[config.mk]
export PLATFORM = sky130hd
export DESIGN_NAME = uart_rx_flat
export DESIGN_NICKNAME = d
export VERILOG_FILES = /design/src/rtl/uart_pkg.sv /design/src/rtl/uart_rx_if.sv /design/src/rtl/uart_sync.sv /design/src/rtl/uart_rx.sv /design/src/flat_wrapper.sv
export SDC_FILE = /design/constraint.sdc
export NUM_CORES = 1
export LEC_CHECK = 0
export BUFFER_PORTS_ARGS = -buffer_cell sky130_fd_sc_hd__buf_2
export CAP_MARGIN = 20
export CORE_ASPECT_RATIO = 2
export CORE_MARGIN = 1.5
export CORE_UTILIZATION = 59
export DETAILED_ROUTE_END_ITERATION = 7
export PLACE_DENSITY = 0.86
export REMOVE_ABC_BUFFERS = 1
export SLEW_MARGIN = 20
export SYNTH_ARGS = -nofsm -noshare
export SYNTH_HDL_FRONTEND = slang
export SYNTH_SLANG_ARGS = --single-unit
export TNS_END_PERCENT = 50
[constraint.sdc]
create_clock -name clk -period 2.4 [get_ports clk]
set_input_delay 0.12 -clock clk [delete_from_list [all_inputs] [get_ports clk]]
set_output_delay 0.12 -clock clk [all_outputs]
set_load 0.05 [all_outputs]
[src/rtl/uart_pkg.sv]
// Shared UART definitions: receiver state type and baud-derived constant helpers.
package uart_pkg;

    typedef enum logic [1:0] {
        IDLE  = 2'd0,
        START = 2'd1,
        DATA  = 2'd2,
        STOP  = 2'd3
    } rx_state_t;

    function automatic int unsigned pulse_width(input int unsigned clk_freq,
                                                input int unsigned baud_rate);
        return clk_freq / baud_rate;
    endfunction

    function automatic int unsigned half_pulse_width(input int unsigned clk_freq,
                                                     input int unsigned baud_rate);
        return pulse_width(clk_freq, baud_rate) / 2;
    endfunction

    function automatic int unsigned baud_cnt_width(input int unsigned clk_freq,
                                                   input int unsigned baud_rate);
        return $clog2(pulse_width(clk_freq, baud_rate)) + 1;
    endfunction

    function automatic logic majority3(input logic a, input logic b, input logic c);
        return (a & b) | (a & c) | (b & c);
    endfunction

endpackage

[src/rtl/uart_rx_if.sv]
// Receive-side word handshake: data/valid out, ready in, plus error pulses.
interface uart_rx_if #(
    parameter int unsigned DATA_WIDTH = 8
);
    logic [DATA_WIDTH-1:0] data;
    logic                  valid;
    logic                  ready;
    logic                  frame_err;
    logic                  overrun;

    modport master (
        output data,
        output valid,
        output frame_err,
        output overrun,
        input  ready
    );

    modport slave (
        input  data,
        input  valid,
        input  frame_err,
        input  overrun,
        output ready
    );
endinterface

[src/rtl/uart_sync.sv]
// Two-flop synchronizer with a parameterized reset level (async active-high reset).
module uart_sync #(
    parameter logic RESET_VALUE = 1'b1
) (
    input  logic clk,
    input  logic rst,
    input  logic d,
    output logic q
);
    logic meta;

    always_ff @(posedge clk or posedge rst) begin
        if (rst) begin
            meta <= RESET_VALUE;
            q    <= RESET_VALUE;
        end else begin
            meta <= d;
            q    <= meta;
        end
    end
endmodule

[src/rtl/uart_rx.sv]
// 8N1-style UART receiver with valid/ready output and one-cycle error pulses.
// Define UART_RX_MAJORITY_EN for 2-of-3 voting at every sample point (PULSE_WIDTH >= 6).
module uart_rx
    import uart_pkg::*;
#(
    parameter int unsigned DATA_WIDTH = 8,
    parameter int unsigned BAUD_RATE  = 9600,
    parameter int unsigned CLK_FREQ   = 12_000_000
) (
    input  logic     clk,
    input  logic     rst,
    input  logic     sig,
    uart_rx_if.master rx
);
    localparam int unsigned PULSE_WIDTH      = pulse_width(CLK_FREQ, BAUD_RATE);
    localparam int unsigned HALF_PULSE_WIDTH = half_pulse_width(CLK_FREQ, BAUD_RATE);
    localparam int unsigned CNT_W            = baud_cnt_width(CLK_FREQ, BAUD_RATE);
    localparam int unsigned IDX_W            = (DATA_WIDTH > 1) ? $clog2(DATA_WIDTH) : 1;

    localparam logic [CNT_W-1:0] CNT_FULL = CNT_W'(PULSE_WIDTH - 1);
    localparam logic [CNT_W-1:0] CNT_HALF = CNT_W'(HALF_PULSE_WIDTH - 1);
    localparam logic [IDX_W-1:0] IDX_LAST = IDX_W'(DATA_WIDTH - 1);

    rx_state_t             state;
    logic [CNT_W-1:0]      cnt;
    logic [IDX_W-1:0]      bit_idx;
    logic [DATA_WIDTH-1:0] shreg;
    logic                  sig_s;
    logic                  sig_prev;
    logic                  sample_now;
    logic                  bit_val;

    uart_sync #(.RESET_VALUE(1'b1)) u_sync (
        .clk (clk),
        .rst (rst),
        .d   (sig),
        .q   (sig_s)
    );

    assign sample_now = (cnt == '0);

`ifdef UART_RX_MAJORITY_EN
    // Early votes are captured at cnt==2 and cnt==1 so the decision still lands at cnt==0.
    logic vote_2;
    logic vote_1;

    always_ff @(posedge clk or posedge rst) begin
        if (rst) begin
            vote_2 <= 1'b1;
            vote_1 <= 1'b1;
        end else if (state != IDLE) begin
            if (cnt == CNT_W'(2)) vote_2 <= sig_s;
            if (cnt == CNT_W'(1)) vote_1 <= sig_s;
        end
    end

    assign bit_val = majority3(vote_2, vote_1, sig_s);
`else
    assign bit_val = sig_s;
`endif

    always_ff @(posedge clk or posedge rst) begin
        if (rst) begin
            state        <= IDLE;
            cnt          <= '0;
            bit_idx      <= '0;
            shreg        <= '0;
            sig_prev     <= 1'b1;
            rx.data      <= '0;
            rx.valid     <= 1'b0;
            rx.frame_err <= 1'b0;
            rx.overrun   <= 1'b0;
        end else begin
            sig_prev     <= sig_s;
            rx.frame_err <= 1'b0;
            rx.overrun   <= 1'b0;

            if (rx.valid && rx.ready) rx.valid <= 1'b0;

            case (state)
                IDLE: begin
                    if (sig_prev && !sig_s) begin
                        cnt   <= CNT_HALF;
                        state <= START;
                    end
                end

                START: begin
                    if (sample_now) begin
                        if (bit_val) begin
                            state <= IDLE;
                        end else begin
                            cnt     <= CNT_FULL;
                            bit_idx <= '0;
                            state   <= DATA;
                        end
                    end else begin
                        cnt <= cnt - CNT_W'(1);
                    end
                end

                DATA: begin
                    if (sample_now) begin
                        shreg[bit_idx] <= bit_val;
                        cnt            <= CNT_FULL;
                        if (bit_idx == IDX_LAST) state <= STOP;
                        else                     bit_idx <= bit_idx + IDX_W'(1);
                    end else begin
                        cnt <= cnt - CNT_W'(1);
                    end
                end

                STOP: begin
                    if (sample_now) begin
                        state <= IDLE;
                        if (!bit_val) begin
                            rx.frame_err <= 1'b1;
                        end else if (!rx.valid || rx.ready) begin
                            // A same-cycle handshake frees the slot, so the new word wins over the clear above.
                            rx.data  <= shreg;
                            rx.valid <= 1'b1;
                        end else begin
                            rx.overrun <= 1'b1;
                        end
                    end else begin
                        cnt <= cnt - CNT_W'(1);
                    end
                end

                default: state <= IDLE;
            endcase
        end
    end
endmodule
[src/flat_wrapper.sv]
// flat-port wrapper written by rule: the top's interface ports become plain ports
module uart_rx_flat import uart_pkg::*;
#(
    parameter int unsigned DATA_WIDTH = 8,
    parameter int unsigned BAUD_RATE  = 9600,
    parameter int unsigned CLK_FREQ   = 12_000_000
)
  (clk, rst, sig, rx_data, rx_valid, rx_frame_err, rx_overrun, rx_ready);
  uart_rx_if #(.DATA_WIDTH(DATA_WIDTH)) rx_i ();
  input  logic clk;
  input  logic rst;
  input  logic sig;
  output wire logic [$bits(rx_i.data)-1:0] rx_data;
  output wire logic [$bits(rx_i.valid)-1:0] rx_valid;
  output wire logic [$bits(rx_i.frame_err)-1:0] rx_frame_err;
  output wire logic [$bits(rx_i.overrun)-1:0] rx_overrun;
  input wire logic [$bits(rx_i.ready)-1:0] rx_ready;
  assign rx_data = rx_i.data;
  assign rx_valid = rx_i.valid;
  assign rx_frame_err = rx_i.frame_err;
  assign rx_overrun = rx_i.overrun;
  assign rx_i.ready = rx_ready;
  uart_rx #(.DATA_WIDTH(DATA_WIDTH), .BAUD_RATE(BAUD_RATE), .CLK_FREQ(CLK_FREQ)) u_core (.clk(clk), .rst(rst), .sig(sig), .rx(rx_i));
endmodule
==> results of run 1 <==
-- layout make-up --
class,instances,area share [%]
tap,32,1.70
timing repair buffer,24,6.26
multi-input combinational,129,43.8
clock inverter,3,2.01
clock buffer,5,2.92
inverter,11,1.75
sequential,39,41.5
-- timing repair --
item	4_1_cts	5_1_grt
hold endpoints to repair	1	0
hold buffers	1	0
setup buffers	0	0
-- placed cells by master, fill, tap and decap left out, types with 4 or more instances in the layout --
cell type  synthesis  final
dfrtp_1           36     36
nor3_1            14     14
buf_2              2     14
mux2_2            12     12
inv_1             11     11
nand2_1           11     11
buf_4              2      9
ha_1               8      8
a21o_1             6      6
nor2_1             5      5
nor4_1             5      5
a21oi_1            5      5
clkbuf_8           0      5
o21ai_0            4      4
-- report_power, final --
part / switching (mW) / internal, mW / leakage (nW)
Combinational: 0.882 / 0.622 / 0.564
Sequential: 0.168 / 0.788 / 0.519
Clock: 0.243 / 0.315 / 0.0587
Total: 1.29 / 1.72 / 1.14
-- flip-flops by register name, summed over array words and instances (netlist names), named ones only --
| name | count |
|---|---|
| u_core.sig_prev | 1 |
| u_core.rx.data | 8 |
| u_core.u_sync.meta | 1 |
| u_core.bit_idx | 3 |
| u_core.shreg | 8 |
| u_core.cnt | 12 |
| u_core.rx.frame_err | 1 |
| u_core.rx.overrun | 1 |
| u_core.u_sync.q | 1 |
| u_core.state | 1 |
| u_core.rx.valid | 1 |
-- stage by stage --
| stage | cells | power, mW | hold WS, ns | cell area [um^2] |
|---|---|---|---|---|
| floorplan | 179 | 2.00 | 0.124 | 2060 |
| global placement | 234 | 2.37 | 0.224 | 2230 |
| detailed placement | 234 | 2.44 | 0.226 | 2230 |
| CTS | 243 | 3.01 | 0.0116 | 2360 |
| global route | 243 | 3.22 | 0.0815 | 2360 |
| finish | 243 | 3.02 | -0.0113 | 2360 |
-- worst min-delay path by stage --
stage	to
3_5_place_dp	u_core.u_sync.meta$_DFF_PP1_
3_3_place_gp	u_core.u_sync.meta$_DFF_PP1_
6_report	u_core.shreg[5]$_DFFE_PP0P_
5_1_grt	u_core.shreg[5]$_DFFE_PP0P_
2_1_floorplan	u_core.u_sync.meta$_DFF_PP1_
4_1_cts	u_core.cnt[1]$_DFFE_PP0P_
-- cell families (layout without fill, tap and decap cells) --
family	after synthesis	in the layout	synth area share [%]
and+or+nand+nor	59	59	18.3
AOI/OAI and AO/OA	45	45	17.4
DFF	39	39	46.7
muxes	17	17	8.96
buffers and inverters	17	43	3.88
adders and majority gates	8	8	4.78
-- critical path: stages (launching register included) --
cell	delay [ns]
dfrtp_1	0.39
inv_1	0.09
ha_1	0.28
a21o_1	0.26
and4_1	0.26
or2_2	0.35
a221o_1	0.37
-- layer usage --
| metal | track usage [%] | vias up | share of wire [%] |
|---|---|---|---|
| met1 | 26.9 | 795 | 34 |
| met3 | 4.36 | 15 | 3.5 |
| met4 | 13.1 | 0 | 3.7 |
| met5 | 0 | - | 0 |
| li1 | - | 751 | - |
| met2 | 51.4 | 60 | 59 |
==> results.json, run 1 <==
{
  "slew_violations": 0,
  "fmax_mhz": 471,
  "core_mm2": 0.00338,
  "h-tree-depth": 2,
  "syn2layout_area_growth_pct": 12.6,
  "drtPass1Iterations": 4,
  "num_rows": 30,
  "crit_end": "u_core.cnt[10]$_DFFE_PP0P_",
  "r2r-end": "u_core.cnt[10]$_DFFE_PP0P_",
  "yosysMostFrequentCell": "dfrtp_1",
  "port_buffers": 14,
  "min_period_ns": 2.12,
  "grt_usage_pct": 27.3,
  "seqCellArea_um2": 980,
  "grt_pass1_vias": 1677,
  "r2r_slack_ns": 0.28,
  "gp_congestion": 0.927,
  "clk_pin_slew_ns": 0.08,
  "cts_sinks": 39,
  "synth_cell_types": 52,
  "cp_max_fo": 6,
  "drive_gt1_share_pct": 26.5,
  "max_slew_margin_pct": 42.4,
  "startpoint_type": "register",
  "clock_latency_ns": 0.30,
  "worstPathRequired_ns": 2.59,
  "fin_setup_tns_ns": 0,
  "yosysSeqAreaShare_pct": 46.7,
  "utilization_pct": 69.9,
  "multi_input_area_mm2": 0.00103,
  "synthTopCellsByArea": "dfrtp_1 43%, mux2_2 6.4%, ha_1 4.8%, dfstp_2 3.8%, nor3_1 3.3%",
  "final-setup-viol-count": 0,
  "violations": "negative hold slack",
  "synthArstFlopShare_pct": 100,
  "dpl.hpwl_um": 3560,
  "crit_path_end_kind": "register",
  "max_cap_viol_count": 0,
  "cts_made_buffers": 5,
  "syn-cell-area_mm2": 0.00210,
  "num_vias": 1621,
  "leakagePower_nw": 1.14,
  "clock_path_buffers": 2,
  "grt_max_degree": 25,
  "synth_top_area_share_pct": 43.0,
  "synth-main-ff-cell": "dfrtp_1",
  "hold_path_class": "input port to async pin",
  "tightest_slew_ns": 0.862,
  "yosysTopAreaCell": "dfrtp_1",
  "post_cts_resize_count": 0,
  "drc": 0,
  "final_antenna_net_count": 0,
  "nets": 222,
  "die_width_um": 45.1,
  "synth_edf_count": 0,
  "rsz0062_at_grt": "false",
  "finalHoldViolCount": 14,
  "die_y_um": 87.3,
  "start_util_pct": 62.0,
  "critPathArrivalTime_ns": 2.31,
  "yosys_warnings": 0,
  "status": "finished, violations left",
  "power_density_mw_per_mm2": 1280,
  "fill_cells": 236,
  "cts_tree": "done",
  "drt_wl_total_um": 4710,
  "grt_antenna_before_repair": 0,
  "post_drt_wl_per_cell_um": 19.4,
  "die-area_mm2": 0.00394,
  "drt-initial-drc-count": 48,
  "peakVddDrop_uv": 784,
  "worstSetupPathType": "register to register",
  "root_buffer": "clkbuf_8",
  "dpl_worst_slack_ns": 0.300,
  "avgViaCountPerCell": 6.67,
  "netlist_instances": 185,
  "avgSynthCellArea_um2": 11.3,
  "holdWs_ns": -0.0113,
  "yosys-top-cells-count": "36 x dfrtp_1, 14 x nor3_1, 12 x mux2_2, 11 x inv_1, 11 x nand2_1",
  "fin_ws_ns": 0.278,
  "ios": 15,
  "ys_ff_latch": 39,
  "antennaDiodeCount": 0,
  "post-route-period-util_pct": 88.4,
  "grt_first_pass_wirelength_um": 7920,
  "grt-ovfl-total": 0,
  "reg2reg_depth": 6,
  "fin_skew_ns": 0.00832
}
Note: power is estimated with default switching activity, not from simulation.
==> inputs of run 2 (changes only) <==
--- a/config.mk
+++ b/config.mk
@@ -5,16 +5,18 @@
 export SDC_FILE = /design/constraint.sdc
 export NUM_CORES = 1
 export LEC_CHECK = 0
-export BUFFER_PORTS_ARGS = -buffer_cell sky130_fd_sc_hd__buf_2
+export ABC_AREA = 1
+export BUFFER_PORTS_ARGS = -buffer_cell sky130_fd_sc_hd__clkbuf_2
 export CAP_MARGIN = 20
 export CORE_ASPECT_RATIO = 2
 export CORE_MARGIN = 1.5
-export CORE_UTILIZATION = 59
+export CORE_UTILIZATION = 60
 export DETAILED_ROUTE_END_ITERATION = 7
-export PLACE_DENSITY = 0.86
+export PLACE_DENSITY = 0.87
 export REMOVE_ABC_BUFFERS = 1
 export SLEW_MARGIN = 20
 export SYNTH_ARGS = -nofsm -noshare
 export SYNTH_HDL_FRONTEND = slang
+export SYNTH_HIERARCHICAL = 1
 export SYNTH_SLANG_ARGS = --single-unit
 export TNS_END_PERCENT = 50
==> results.json, run 2 <==
{
  "peakVddDrop_uv": 894,
  "grt_usage_pct": 29.0,
  "yosys_warnings": 6,
  "cts_sinks": 39,
  "post-cts-setup-buffers": 0,
  "cts_made_buffers": 5,
  "synth-main-ff-cell": "dfrtp_1",
  "grt_antenna_before_repair": 0,
  "ys_ff_latch": 39,
  "yosysSeqAreaShare_pct": 44.3,
  "syn2layout_area_growth_pct": 12.0,
  "max_cap_viol_count": 0,
  "drtPass1Iterations": 4,
  "antennaDiodeCount": 0,
  "leakagePower_nw": 1.37,
  "regMostFlops": "u_core/cnt",
  "status": "finished clean",
  "slew_violations": 0,
  "largest_register_ffs": 12,
  "core_mm2": 0.00357,
  "worstSetupPathType": "register to register",
  "reg2reg_depth": 7,
  "synth_edf_count": 0,
  "final_common_cell": "nand2_1",
  "crit_path_end_kind": "register",
  "hold_path_class": "input port to register",
  "cp_max_fo": 16,
  "die_y_um": 88.9,
  "die-area_mm2": 0.00408,
  "drt-initial-drc-count": 74,
  "start_util_pct": 62.0,
  "post-route-period-util_pct": 77.9,
  "startpoint_type": "register",
  "fin_skew_ns": 0.00920,
  "finalHoldViolCount": 0,
  "fin_total_pwr_mw": 2.47,
  "num_vias": 1920,
  "drt_wl_total_um": 5100,
  "power_density_mw_per_mm2": 995,
  "synth_top_area_share_pct": 40.7,
  "avgViaCountPerCell": 5.32,
  "largestRegisters": "u_core/cnt: 12 flops, u_core/rx.data: 8 flops, u_core/shreg: 8 flops",
  "num_rows": 31,
  "final-setup-viol-count": 0,
  "utilization_pct": 69.5,
  "nets": 324,
  "yosysTopAreaCell": "dfrtp_1",
  "holdPathEnd": "u_core/rx.overrun$_DFF_PP0_",
  "min_period_ns": 1.87,
  "crit_path_cell_trace": "inv_1 -> ha_1 -> nand2_2 -> nor2_4 -> nand2_4 -> nor3_4 -> o21ai_0",
  "synth_cell_types": 25,
  "port_buffers": 14,
  "drc": 0,
  "r2r_slack_ns": 0.53,
  "grt_max_degree": 38,
  "synthTopCellsByArea": "dfrtp_1 41%, nand2_1 15%, inv_1 7.8%, nand3_1 5.2%, ha_1 5.1%",
  "grt_pass1_vias": 1907,
  "worstPathRequired_ns": 2.55,
  "rsz0062_at_grt": "false",
  "post_drt_wl_per_cell_um": 14.1,
  "clock_path_buffers": 2,
  "slowest_stage": "nor3_4",
  "hold_path_depth": 4,
  "hold_start": "rx_ready",
  "max_slew_margin_pct": 59.0,
  "fmax_mhz": 535,
  "final_antenna_net_count": 0,
  "r2r_start": "u_core/cnt[0]$_DFFE_PP0P_",
  "mostFrequentLayoutCells": "88 x nand2_1, 46 x inv_1, 36 x dfrtp_1",
  "synthArstFlopShare_pct": 100,
  "max_stage_delay_ns": 0.48,
  "grt-ovfl-total": 0,
  "drive_gt1_share_pct": 15.4,
  "yosys-top-cells-count": "88 x nand2_1, 46 x inv_1, 36 x dfrtp_1, 24 x nor2_1, 23 x nand3_1",
  "h-tree-depth": 2,
  "clk_pin_slew_ns": 0.08,
  "dpl.hpwl_um": 3710,
  "critPathArrivalTime_ns": 2.02,
  "tightest_slew_ns": 0.613,
  "root_buffer": "clkbuf_8",
  "die_width_um": 45.9,
  "ios": 15,
  "netlist_instances": 288,
  "avgSynthCellArea_um2": 7.69,
  "gp_congestion": 0.967,
  "grt_first_pass_wirelength_um": 8460,
  "fin_setup_tns_ns": 0,
  "cts_tree": "done",
  "fill_cells": 293,
  "r2r-end": "u_core/rx.data[5]$_DFFE_PP0P_",
  "clock_latency_ns": 0.30,
  "yosysMostFrequentCell": "nand2_1",
  "syn-cell-area_mm2": 0.00221
}
==> run 2: logic make-up (layout without fill, tap and decap cells) <==
logic type	after synthesis	in the layout	share of synthesized area, %
XOR/XNOR	3	3	1.19
flip-flops	39	39	44.3
buffers and inverters	48	72	8.48
AO/OA/AOI/OAI	28	28	6.84
AND/OR/NAND/NOR	161	161	34.1
adder cells (fa/ha/maj)	9	9	5.09
==> run 2: worst max-delay path, delay by kind of cell (launching register included) <==
kind | cells | cell delay, ns
buffers and inverters | 1 | 0.18
adders and majority gates | 1 | 0.23
and+or+nand+nor | 4 | 0.75
AOI/OAI and AO/OA | 1 | 0.18
DFF | 1 | 0.38
==> run 2: layout make-up <==
cell class                      instances  area [um^2]  area share [%]
Multi-Input combinational cell        201         1050            42.2
Clock inverter                          2         35.0            1.41
Inverter                               47          176            7.12
Tap cell                               49         61.3            2.47
Clock buffer                            6         82.6            3.33
Sequential cell                        39          980            39.5
Timing Repair Buffer                   17         97.6            3.94
==> run 2: through the flow <==
step / hold WS (ns) / cells / setup slack (ns) / instance area, um^2
final: 0.129 / 361 / 0.530 / 2480
after global placement: 0.143 / 351 / 0.641 / 2340
after floorplan: 0.0315 / 287 / 0.807 / 2200
after CTS: 0.125 / 361 / 0.526 / 2480
after detailed placement: 0.147 / 351 / 0.539 / 2340
after global routing: 0.148 / 361 / 0.351 / 2480
==> run 2: worst max path at each step <==
stage,slack [ns],startpoint,to,depth (start not counted)
after floorplan,0.81,u_core/cnt[0]$_DFFE_PP0P_,u_core/rx.data[0]$_DFFE_PP0P_,7
after global placement,0.64,u_core/cnt[0]$_DFFE_PP0P_,u_core/rx.data[3]$_DFFE_PP0P_,7
after detailed placement,0.54,u_core/cnt[0]$_DFFE_PP0P_,u_core/rx.data[5]$_DFFE_PP0P_,7
after CTS,0.53,u_core/cnt[0]$_DFFE_PP0P_,u_core/rx.data[5]$_DFFE_PP0P_,7
after global routing,0.35,u_core/cnt[0]$_DFFE_PP0P_,u_core/rx.data[5]$_DFFE_PP0P_,7
final,0.53,u_core/cnt[0]$_DFFE_PP0P_,u_core/rx.data[5]$_DFFE_PP0P_,7
==> run 2: what timing repair did <==
| action | CTS | global route |
|---|---|---|
| endpoints found under the hold margin | 39 | 0 |
| hold buffers | 2 | 0 |
| resized for setup | 0 | 0 |
==> run 2: power by group <==
group          switching, mW  internal (mW)
Combinational          0.722          0.317
Sequential             0.107          0.745
Clock                  0.240          0.337
Total                   1.07           1.40
==> run 2: layer usage <==
| layer | global-route usage, % | vias up | wire length [um] | share of wire [%] |
|---|---|---|---|---|
| met1 | 31.5 | 904 | 1780 | 35 |
| met4 | 17.7 | 0 | 278 | 5.5 |
| met5 | 0 | - | 0 | 0 |
| met3 | 3.84 | 22 | 155 | 3.0 |
| li1 | - | 936 | - | - |
| met2 | 50.5 | 58 | 2880 | 57 |
